--- config.mk ---
export PLATFORM = sky130hd
export DESIGN_NAME = ssd_disp_scheduler
export DESIGN_NICKNAME = d
export VERILOG_FILES = /design/src/rtl/ssd_disp_scheduler_pkg.sv /design/src/rtl/ssd_disp_scheduler_rr_pick.sv /design/src/rtl/ssd_disp_scheduler.sv
export SDC_FILE = /design/constraint.sdc
export NUM_CORES = 1
export LEC_CHECK = 0
export CELL_PAD_IN_SITES_DETAIL_PLACEMENT = 0
export CELL_PAD_IN_SITES_GLOBAL_PLACEMENT = 2
export CORE_AREA = 2 2 110 112
export CTS_CLUSTER_SIZE = 25
export DETAILED_ROUTE_END_ITERATION = 10
export DIE_AREA = 0 0 112 114
export DONT_BUFFER_PORTS = 1
export GPL_TIMING_DRIVEN = 0
export PLACE_DENSITY = 0.67
export SLEW_MARGIN = 20
export SYNTH_ARGS = -nofsm -noshare
export SYNTH_HDL_FRONTEND = slang
export SYNTH_SLANG_ARGS = --single-unit
--- constraint.sdc ---
create_clock -name clock -period 2.9 [get_ports clock]
set_input_delay 0.435 -clock clock [delete_from_list [all_inputs] [get_ports clock]]
set_output_delay 0.435 -clock clock [all_outputs]
set_load 0.02 [all_outputs]
--- src/rtl/ssd_disp_scheduler_pkg.sv ---
// Shared encodings and ssd_disp field positions for the display scheduler.
package ssd_disp_scheduler_pkg;

  typedef enum logic {
    ST_IDLE = 1'b0,
    ST_SHOW = 1'b1
  } state_e;

  localparam int unsigned DISP_W          = 32;
  localparam int unsigned DIGIT_W         = 16;
  localparam int unsigned DISP_ACTIVE_BIT = 31;
  localparam int unsigned DISP_OWNER_LSB  = 16;

endpackage

--- src/rtl/ssd_disp_scheduler_rr_pick.sv ---
// Combinational round-robin selector: first set request after 'last', wrapping.
module ssd_disp_scheduler_rr_pick #(
  parameter int unsigned NUM_REQ = 4,
  parameter int unsigned IDX_W   = 2
) (
  input  logic [NUM_REQ-1:0] req,
  input  logic [IDX_W-1:0]   last,
  input  logic               exclude_en,
  input  logic [IDX_W-1:0]   exclude_idx,
  output logic               found,
  output logic [IDX_W-1:0]   idx
);

  logic [NUM_REQ-1:0] masked;
  logic [IDX_W-1:0]   cand;

  // Scan offsets from farthest to nearest so the nearest hit after 'last' wins.
  always_comb begin
    masked = req;
    if (exclude_en) begin
      masked = req & ~(NUM_REQ'(1) << exclude_idx);
    end
    found = 1'b0;
    idx   = '0;
    cand  = '0;
    for (int k = int'(NUM_REQ); k >= 1; k--) begin
      cand = IDX_W'((int'(last) + k) % int'(NUM_REQ));
      if (masked[cand]) begin
        found = 1'b1;
        idx   = cand;
      end
    end
  end

endmodule

--- src/rtl/ssd_disp_scheduler.sv ---
// Round-robin owner scheduler for the shared seven-segment display, with
// minimum hold time per owner and a lock to freeze the current owner.
module ssd_disp_scheduler
  import ssd_disp_scheduler_pkg::*;
#(
  parameter int unsigned NUM_REQ     = 4,
  parameter int unsigned HOLD_CYCLES = 50_000_000,
  parameter int unsigned CNT_W       = 26,
  parameter int unsigned IDX_W       = 2
) (
  input  logic                       clock,
  input  logic                       reset,
  input  logic [NUM_REQ-1:0]         req,
  input  logic [NUM_REQ*DIGIT_W-1:0] data,
  input  logic                       lock,
  output logic [NUM_REQ-1:0]         grant,
  output logic                       active,
  output logic [DISP_W-1:0]          ssd_disp
);

  localparam logic [CNT_W-1:0] HOLD_LAST = CNT_W'(HOLD_CYCLES - 1);
  localparam logic [IDX_W-1:0] LAST_RST  = IDX_W'(NUM_REQ - 1);

  state_e             state;
  logic [CNT_W-1:0]   cnt;
  logic [IDX_W-1:0]   last;      // winner of the latest pick; the owner while in SHOW

  logic [DIGIT_W-1:0] data_arr [NUM_REQ];
  logic               pick_found;
  logic [IDX_W-1:0]   pick_idx;
  logic               hold_done;
  logic               owner_req;
  logic [DISP_W-1:0]  disp_pick;
  logic [DISP_W-1:0]  disp_own;

  // Display word: active flag, owner index in the upper half, value in the lower half.
  function automatic logic [DISP_W-1:0] disp_word(input logic [IDX_W-1:0] i,
                                                  input logic [DIGIT_W-1:0] v);
    logic [DISP_W-1:0] w;
    w                            = '0;
    w[DISP_ACTIVE_BIT]           = 1'b1;
    w[DISP_OWNER_LSB +: IDX_W]   = i;
    w[DIGIT_W-1:0]               = v;
    return w;
  endfunction

  // Unpack the flat source bus into per-requester values.
  always_comb begin
    for (int i = 0; i < int'(NUM_REQ); i++) begin
      data_arr[i] = data[DIGIT_W*i +: DIGIT_W];
    end
  end

  assign hold_done = (cnt == HOLD_LAST);
  assign owner_req = req[last];
  assign disp_pick = disp_word(pick_idx, data_arr[pick_idx]);
  assign disp_own  = disp_word(last, data_arr[last]);

  // In SHOW the owner is excluded: either it dropped its request or its hold expired.
  ssd_disp_scheduler_rr_pick #(
    .NUM_REQ (NUM_REQ),
    .IDX_W   (IDX_W)
  ) u_rr_pick (
    .req         (req),
    .last        (last),
    .exclude_en  (state == ST_SHOW),
    .exclude_idx (last),
    .found       (pick_found),
    .idx         (pick_idx)
  );

  // Owner FSM, hold counter and registered display outputs.
  always_ff @(posedge clock) begin
    if (reset) begin
      state    <= ST_IDLE;
      cnt      <= '0;
      last     <= LAST_RST;
      grant    <= '0;
      active   <= 1'b0;
      ssd_disp <= '0;
    end else begin
      case (state)
        ST_IDLE: begin
          if (pick_found) begin
            state    <= ST_SHOW;
            last     <= pick_idx;
            cnt      <= '0;
            grant    <= NUM_REQ'(1) << pick_idx;
            active   <= 1'b1;
            ssd_disp <= disp_pick;
          end else begin
            grant    <= '0;
            active   <= 1'b0;
            ssd_disp <= '0;
          end
        end
        ST_SHOW: begin
          if (!owner_req) begin
            if (pick_found) begin
              last     <= pick_idx;
              cnt      <= '0;
              grant    <= NUM_REQ'(1) << pick_idx;
              ssd_disp <= disp_pick;
            end else begin
              state    <= ST_IDLE;
              cnt      <= '0;
              grant    <= '0;
              active   <= 1'b0;
              ssd_disp <= '0;
            end
          end else if (hold_done) begin
            if (lock) begin
              ssd_disp <= disp_own;
            end else if (pick_found) begin
              last     <= pick_idx;
              cnt      <= '0;
              grant    <= NUM_REQ'(1) << pick_idx;
              ssd_disp <= disp_pick;
            end else begin
              cnt      <= '0;
              ssd_disp <= disp_own;
            end
          end else begin
            cnt      <= cnt + CNT_W'(1);
            ssd_disp <= disp_own;
          end
        end
        default: begin
          state <= ST_IDLE;
        end
      endcase
    end
  end

endmodule

# Yosys cells after proc, flatten, opt, wreduce, memory -nomap -nowiden
# Cells that the tools add are included.
# classes
n_bitwise,5
shifts,2
order_cmp,7
eq_ne,8
muxes,53
addsub,5
n_reduce_logical,4
# ops
op,n
26-bit two-way mux,4
32-bit two-way mux,3
16-bit binary-select mux with 2-bit select,2
16-bit two-way mux,4
32-bit case mux with 2 select lines,1
26-bit case mux with 2 select lines,1
18-bit two-way mux,2
"26-bit by 1-bit adder with 26-bit output, second input constant",1
"26-bit == test, second input constant",1
4-bit two-way mux,6
2-bit two-way mux,8
"2-bit by 3-bit < comparator with 1-bit output, second input constant",5
1-bit two-way mux,13
1-bit binary-select mux with 2-bit select,5
"3-bit inequality test, second input constant",3
4-bit case mux with 2 select lines,1
"1-bit by 2-bit left shift with 4-bit output, first input constant",2
"3-bit >= comparator, second input constant",2
"2-bit inequality test, second input constant",3
2-bit NOT with 3-bit output,2
2-bit AND reduction,3
"2-bit by 1-bit adder with 2-bit output, second input constant",2
"2-bit adder, second input constant",2
4-bit AND,1
other kinds (6),7
# totals
in_bits,71
out_inout_bits,37
word_cells,90
regBits,66

# Depth between registers and ports, before layout
# depth
ltp_word,19
depth_mapped,11
mapped_depth_nobuf,8

# Cells and area by module
# Synthesis repeated with hierarchy kept, for this count alone.
# unflattened
hier_cells,323
area_unflattened_um2,3324.4
# by_module_without_submodules
module,n_inst,area_per_inst_um2,seq_area_each_um2,cells_each
ssd_disp_scheduler,1,3099.2,1041.0,295
ssd_disp_scheduler_rr_pick,1,225.2,0.0,28

# Least setup slack after synthesis
# OpenSTA, ideal clock, no wires.
# synth_timing
path_kind,reg-to-reg
startpoint,register last[0]
endpoint,register ssd_disp[0]
slack_ns,0.081
arrival_time_ns,2.677
n_path_buf,3
setup_ns,0.142
stages_incl_launch_ff,12
required_ns,2.758
period_less_slack_ns,2.819
cell_sequence,dfxtp_1 -> buf_2 -> inv_1 -> ha_1 -> a21bo_1 -> mux4_2 -> a32oi_1 -> mux2i_1 -> buf_6 -> buf_2 -> mux2i_1 -> o221ai_1
# synth_between
elab_chain_len,19
elab_cells_between_ends,40
cone_classes,4 x add/sub; 1 x shift; 31 x mux; 4 x bitwise
# synth_lines
element,line,rtl
"start, declared",ssd_disp_scheduler.sv:26,logic [IDX_W-1:0] last;
"start signal, assigned",ssd_disp_scheduler.sv:86,last <= pick_idx;
"start signal, assigned",ssd_disp_scheduler.sv:100,last <= pick_idx;
"start signal, assigned",ssd_disp_scheduler.sv:115,last <= pick_idx;
1-bit by 2-bit left shift with 4-bit output,ssd_disp_scheduler_rr_pick.sv:21,masked = req & ~(NUM_REQ'(1) << exclude_idx);
4-bit NOT,ssd_disp_scheduler_rr_pick.sv:21,
4-bit AND,ssd_disp_scheduler_rr_pick.sv:21,
4-bit two-way mux,ssd_disp_scheduler_rr_pick.sv:20,if (exclude_en) begin
1-bit binary-select mux with 2-bit select,ssd_disp_scheduler_rr_pick.sv:28,if (masked[cand]) begin
1-bit two-way mux (not written as such),ssd_disp_scheduler_rr_pick.sv:28,
2-bit two-way mux (4 in series),ssd_disp_scheduler_rr_pick.sv:28,
2-bit NOT with 3-bit output (not written as such),ssd_disp_scheduler.sv:56,"assign disp_pick = disp_word(pick_idx, data_arr[pick_idx]);"
16-bit binary-select mux with 2-bit select,ssd_disp_scheduler.sv:56,
16-bit two-way mux (not written as such) (2 in series),ssd_disp_scheduler.sv:56,
18-bit two-way mux,ssd_disp_scheduler.sv:114,end else if (pick_found) begin
18-bit two-way mux,ssd_disp_scheduler.sv:112,if (lock) begin
32-bit two-way mux,ssd_disp_scheduler.sv:111,end else if (hold_done) begin
32-bit two-way mux,ssd_disp_scheduler.sv:98,if (!owner_req) begin
32-bit case mux with 2 select lines (*),ssd_disp_scheduler.sv:82,case (state)
"end signal, assigned",ssd_disp_scheduler.sv:103,ssd_disp <= disp_pick;
"end signal, assigned",ssd_disp_scheduler.sv:113,ssd_disp <= disp_own;
"end signal, assigned",ssd_disp_scheduler.sv:118,ssd_disp <= disp_pick;
"end, declared",ssd_disp_scheduler.sv:18,output logic [DISP_W-1:0] ssd_disp
# Mark *: on every way between the ends. The rest lies on a longest branch, timed or not. The select of a mux whose other input is x is not followed.
# A chain may end at the register's enable or synchronous reset.

# Worst setup path in the final report
# layout_timing
startpoint,register last[0]
endpoint,register ssd_disp[9]
# The elaborated chain is that of the path after synthesis.

==> results.json <==
{
  "drt-wirelength-per-cell_um": 17.1,
  "portBuffers": 0,
  "clock.fmax_mhz": 348,
  "met1_usage": 0.171,
  "cp-end-kind": "register",
  "totalWireLength_um": 9280,
  "crit_buf_inv": 5,
  "p_leak_uw": 0.00142,
  "synth_cell_type_count": 49,
  "outcome": "finished clean",
  "slew_headroom": 0.477,
  "globalRoute.busiestLayer": "met2",
  "rsz0062_at_grt": "true",
  "place.gp.congestion": 0.774,
  "max-vdd-ir-drop_uv": 551,
  "crit_top_cell": "mux2i_1",
  "overflow": 0,
  "critPathArrivalTime_ps": 3030,
  "cp_data_required_time_ps": 3060,
  "crit_path_start_kind": "register",
  "fin_skew_ps": 10.0,
  "design.die.area_mm2": 0.0128,
  "crit_type": "reg -> reg",
  "antenna_found_initial": 0,
  "drive_above_1_share": 0.219,
  "die_y_um": 114,
  "worst_slew_pin_slew_ps": 785,
  "crit_slowest_cell": "mux4_2",
  "crit_chain": "buf_8 -> clkinvlp_4 -> ha_2 -> a21bo_2 -> mux4_2 -> a32oi_2 -> mux2i_1 -> buf_6 -> buf_12 -> clkbuf_16 -> mux2i_1 -> o221ai_1",
  "cts_sinks": 52,
  "final.setup.worst_slack_ps": 26.4,
  "layout_commonest_cell": "dfxtp_1",
  "dp_slack_ps": -282,
  "ys_seq_area_frac": 0.307,
  "worstPathMaxFanout": 6,
  "grtUsageMet2": 0.250,
  "synthCells": 363,
  "route.detailed.drc": 0,
  "cts.clk_slew.worst_paths_ps": 80,
  "htreeDepth": 2,
  "use_met3": 0.0537,
  "power_density_mw_per_mm2": 859,
  "syn_area_mm2": 0.00339,
  "root_buffer": "clkbuf_16",
  "finalHoldViolCount": 0,
  "num_vias": 2850,
  "clkLatencyLatePin_ps": 290,
  "area_delta_synth_final_pct": 18.4,
  "io_pins": 108,
  "post-route-period-util": 0.991,
  "coreArea_mm2": 0.0117,
  "grt_max_degree": 17,
  "track_usage": 0.143,
  "drv_cap": 0,
  "synth_seq_cells": 52,
  "hold_path.class": "in -> reg",
  "cts_buffers": 5,
  "grt_pass1_vias": 3030,
  "ys.flop_type": "dfxtp_1",
  "vias_per_cell": 5.24,
  "yosys_warnings": 0,
  "nets": 472,
  "whs_path_depth": 2,
  "num_rows": 40,
  "critPathTopFamily": "multiplexers",
  "first_iter_violations": 117,
  "fillers": 1256,
  "drv_slew": 0,
  "layout_min_cycle_time_ps": 2870,
  "cts_tree": "done",
  "grt_pass1_wl_um": 15000,
  "start_util": 0.289,
  "crit_cells": 12,
  "syn-mean-instance-area_um2": 9.33,
  "ant_nets": 0,
  "dp_hpwl_um": 6790,
  "first_pass_iters": 4,
  "clock_path_buffers": 2,
  "layout_common_cells": "dfxtp_1, nand2_1, mux2i_1",
  "synth_edf_count": 0,
  "async_flop_share": 0,
  "rrSetupSlack_ps": 30,
  "n_antenna_cell": 0,
  "final_util": 0.342,
  "reg2reg_depth": 12,
  "slowest_delay_ps": 480,
  "setup_viol": 0,
  "die_w_um": 112
}
[state kept, by name, indices dropped and copies added, names as in the netlist]
signal and cells:
cnt 26, active 1, last 2, ssd_disp 19, grant 4
[layer usage]
layer,share of wire,up-vias
li1,-,1414
met1,0.41,1341
met2,0.49,91
met3,0.092,4
met4,0.0064,0
met5,0,-
[logic make-up (layout without fill, tap and decap cells)]
kind of cell	after synthesis	in the layout	share of synthesized area
adder cells (fa/ha/maj)	5	5	0.0185
AO/OA/AOI/OAI	66	66	0.139
multiplexers	53	53	0.224
other	1	13	0.00111
buffers and inverters	42	64	0.0691
AND/OR/NAND/NOR	129	129	0.202
flip-flops	52	52	0.307
XOR/XNOR	15	15	0.0388
[repair_timing]
action | 4_1_cts | 5_1_grt
resized for setup | 10 | 23
gates cloned | 0 | 1
endpoints found under the setup margin | 45 | 43
setup buffers | 5 | 9
pin swaps | 2 | 6
hold buffers | 0 | 0
endpoints found under the hold margin | 0 | 0
[synth_stat cells (7+ instances only)]
cell type,instances,area share
a21oi_1,17,0.025
buf_2,7,0.010
buf_4,14,0.031
clkbuf_1,9,0.010
dfxtp_1,52,0.31
inv_1,7,0.0078
mux2i_1,33,0.098
mux4_2,18,0.12
nand2_1,37,0.041
nand3_1,12,0.018
nor2_1,20,0.022
nor4_1,12,0.022
o21ai_0,10,0.015
o221ai_1,18,0.047
or3_1,11,0.020
xnor2_1,14,0.036
[final timing paths]
kind	from	to
max	last[0]$_SDFFE_PP1P_	ssd_disp[9]$_SDFF_PP0_
min	data[47]	ssd_disp[15]$_SDFF_PP0_
max reg2reg	last[0]$_SDFFE_PP1P_	ssd_disp[9]$_SDFF_PP0_
min reg2reg	cnt[23]$_SDFFE_PP0P_	cnt[23]$_SDFFE_PP0P_
[where the power goes]
part           switching, uW  leakage (uW)  internal (uW)
combinational            784      0.000922            928
clock                    287     0.0000691            345
sequential               240      0.000425            861
total                   1310       0.00142           2130
[layout make-up]
type	instances	area (um^2)	share of cell area
Buffer	34	251	0.0627
Clock buffer	6	139	0.0346
Clock inverter	2	15.0	0.00374
Inverter	7	30.0	0.00749
Multi-Input combinational cell	281	2200	0.549
Sequential cell	52	1040	0.261
Tap cell	147	184	0.0459
Timing Repair Buffer	15	146	0.0365
[per-stage QoR]
stage	total power, uW	std cells	instance area [um^2]	hold WS, ps	TNS (ps)
5_1_grt	3650	544	4010	363	-780
2_1_floorplan	2150	375	3430	454	0
3_5_place_dp	2410	522	3610	482	-8950
6_report	3440	544	4010	361	0
3_3_place_gp	2420	522	3610	466	-9630
4_1_cts	3180	535	3840	356	0
[worst register-to-register path, stage by stage (launching register included)]
cell and delay [ps]:
dfxtp_4 370, buf_8 110, clkinvlp_4 120, ha_2 200, a21bo_2 210, mux4_2 480
a32oi_2 230, mux2i_1 250, buf_6 170, buf_12 120, clkbuf_16 140, mux2i_1 200
o221ai_1 130
Power figures use the tool's default switching activity.
==> variant: new RTL, config.mk and constraints unchanged <==
Make the reset (`reset`) asynchronous in one clocked block.
--- a/src/rtl/ssd_disp_scheduler.sv
+++ b/src/rtl/ssd_disp_scheduler.sv
@@ -70,7 +70,7 @@
   );
 
   // Owner FSM, hold counter and registered display outputs.
-  always_ff @(posedge clock) begin
+  always_ff @(posedge clock or posedge reset) begin
     if (reset) begin
       state    <= ST_IDLE;
       cnt      <= '0;
Function: differs if reset is asserted again (counterexample within 4 cycles, from zero or initial values and one cycle with reset high); with reset held inactive, the same outputs for 4 cycles.
==> variant against the original RTL <==
- the run now ends with negative setup slack left
- non-clock buffer count increased by 35
- area after synthesis grew 18%
- clock skew fell by 2.9 ps
- final area rose by 35%
- worst setup slack worse by 260 ps
- sequential cell count unchanged
- wire length rose by 57%
- critical endpoint is now ssd_disp[13]
- largest cell class unchanged
Power is not compared: it rests on default switching activity, and its combinational part moved more than twofold at a synthesized area within 25%.
==> variant: results (changes against the original RTL) <==
The count of cells along the worst hold path was 3 (+1); the compound-gate portion of the synthesized area was 0.277 (+0.137). The slew at the pin closest to its max-slew limit works out to 807 ps (+21.7 ps). The run finished, with violations left.

Mean area per synthesized cell: 9.28 um^2 (-0.50%). The met2 demand-to-capacity share in global routing is 0.396 (+0.146), and the share of cells above drive strength 1 is 0.385 (+0.166). The highest fanout seen on the critical path is 5 (-1). The logs give 277 (+140%) for the iteration-0 DRC count of the detailed router and 6.10 mm (+59%) for the total routed wire length on the met1 layer. By count the netlist is led by sky130_fd_sc_hd__dfrtp_1 (50), sky130_fd_sc_hd__o221ai_1 (32), sky130_fd_sc_hd__nand3_1 (30), sky130_fd_sc_hd__nor2_1 (26).

The post-CTS setup buffer count was 17 (+12); the number of placed instances, taps included was 591 (+13%). The final reports fail on negative setup slack. The cell with the biggest individual delay on the critical path was sky130_fd_sc_hd__dfstp_2. The half-perimeter wire length of the detailed placement result is 9.58 mm (+41%), and the average wire per standard cell is 23.0 um (+35%).

The worst hold path begins at data[20]. Global-route wire length before repair: 22.4 mm (+49%). Minimum hold slack: 402 ps (+40.3 ps). The total track usage is 0.224 (+0.0804), and the final setup slack of the worst path is -230 ps (-256 ps). The largest registers in the layout are cnt x26, ssd_disp x19, grant x4. Sorting the synthesized cells by area gives the leading types as sky130_fd_sc_hd__dfrtp_1 (31%), sky130_fd_sc_hd__mux4_2 (9.6%), sky130_fd_sc_hd__o221ai_1 (7.0%). The tools report the hold-critical path endpoint as ssd_disp[4]. For the met3 global-route usage, the log shows 0.0600 (+0.00638). The number of nets in the final layout is 561 (+19%). The cell area reported after detailed placement came out at 0.00434 mm^2 (+20%).

Cell family with the largest share of critical-path delay: compound AO/OA/AOI/OAI gates. The logs give 884 um (+3.4%) for the met3 layer wire length in the routed design and 0.326 (+0.0185) for the sequential-to-total area share from yosys stat. Final standard cell count with taps included and fillers excluded: 633 (+16%). The logs give 18 (+18) for the final setup violation count and 4,085 (+35%) for the number of global-route vias before repair. The reg-to-reg critical path startpoint is last[0]. The synthesized-area fraction occupied by xor and xnor cells was 0.0350 (-0.00377). STA classifies the critical path startpoint as a flip-flop.

The maximum cell stage delay along the critical path came out at 560 ps (+80 ps). The maximum number of pins on one net before global-route repair is 38 (+21). The run gives 55 (+12%) as the count of different cell masters after synthesis. Placement-stage worst setup slack: -913 ps (-631 ps). The mean number of vias per cell is 6.18 (+18%), and the met1 global-route usage is 0.271 (+0.0999). The adder and majority gate portion of the synthesized area is 0.0156 (-0.00284), and the portion of netlist area occupied by mux cells is 0.120 (-0.104).

The setup TNS came out at -2580 ps (-2580 ps). Clock tree skew after final layout: 7.08 ps (-2.94 ps). Share of synthesized flip-flops with an asynchronous set or reset: 1.00 (+1.00).
-- variant: cell count changes after synthesis, moves of 14 or more --
cell	delta
sky130_fd_sc_hd__o22ai_1	+14
sky130_fd_sc_hd__a211o_1	+17
sky130_fd_sc_hd__xnor2_1	-14
sky130_fd_sc_hd__o221ai_1	+14
sky130_fd_sc_hd__xor2_1	+15
sky130_fd_sc_hd__dfrtp_1	+50
sky130_fd_sc_hd__mux2i_1	-28
sky130_fd_sc_hd__dfxtp_1	-52
sky130_fd_sc_hd__a221oi_1	+16
sky130_fd_sc_hd__nand3_1	+18
-- variant: layout make-up --
cell class | count | area [um^2]
Clock inverter | 2 | 16.3
Clock buffer | 6 | 129
Timing Repair Buffer | 38 | 430
Buffer | 46 | 379
Fill cell | 1123 | 6300
Multi-Input combinational cell | 336 | 2930
Tap cell | 147 | 184
Inverter | 6 | 37.5
Sequential cell | 52 | 1300
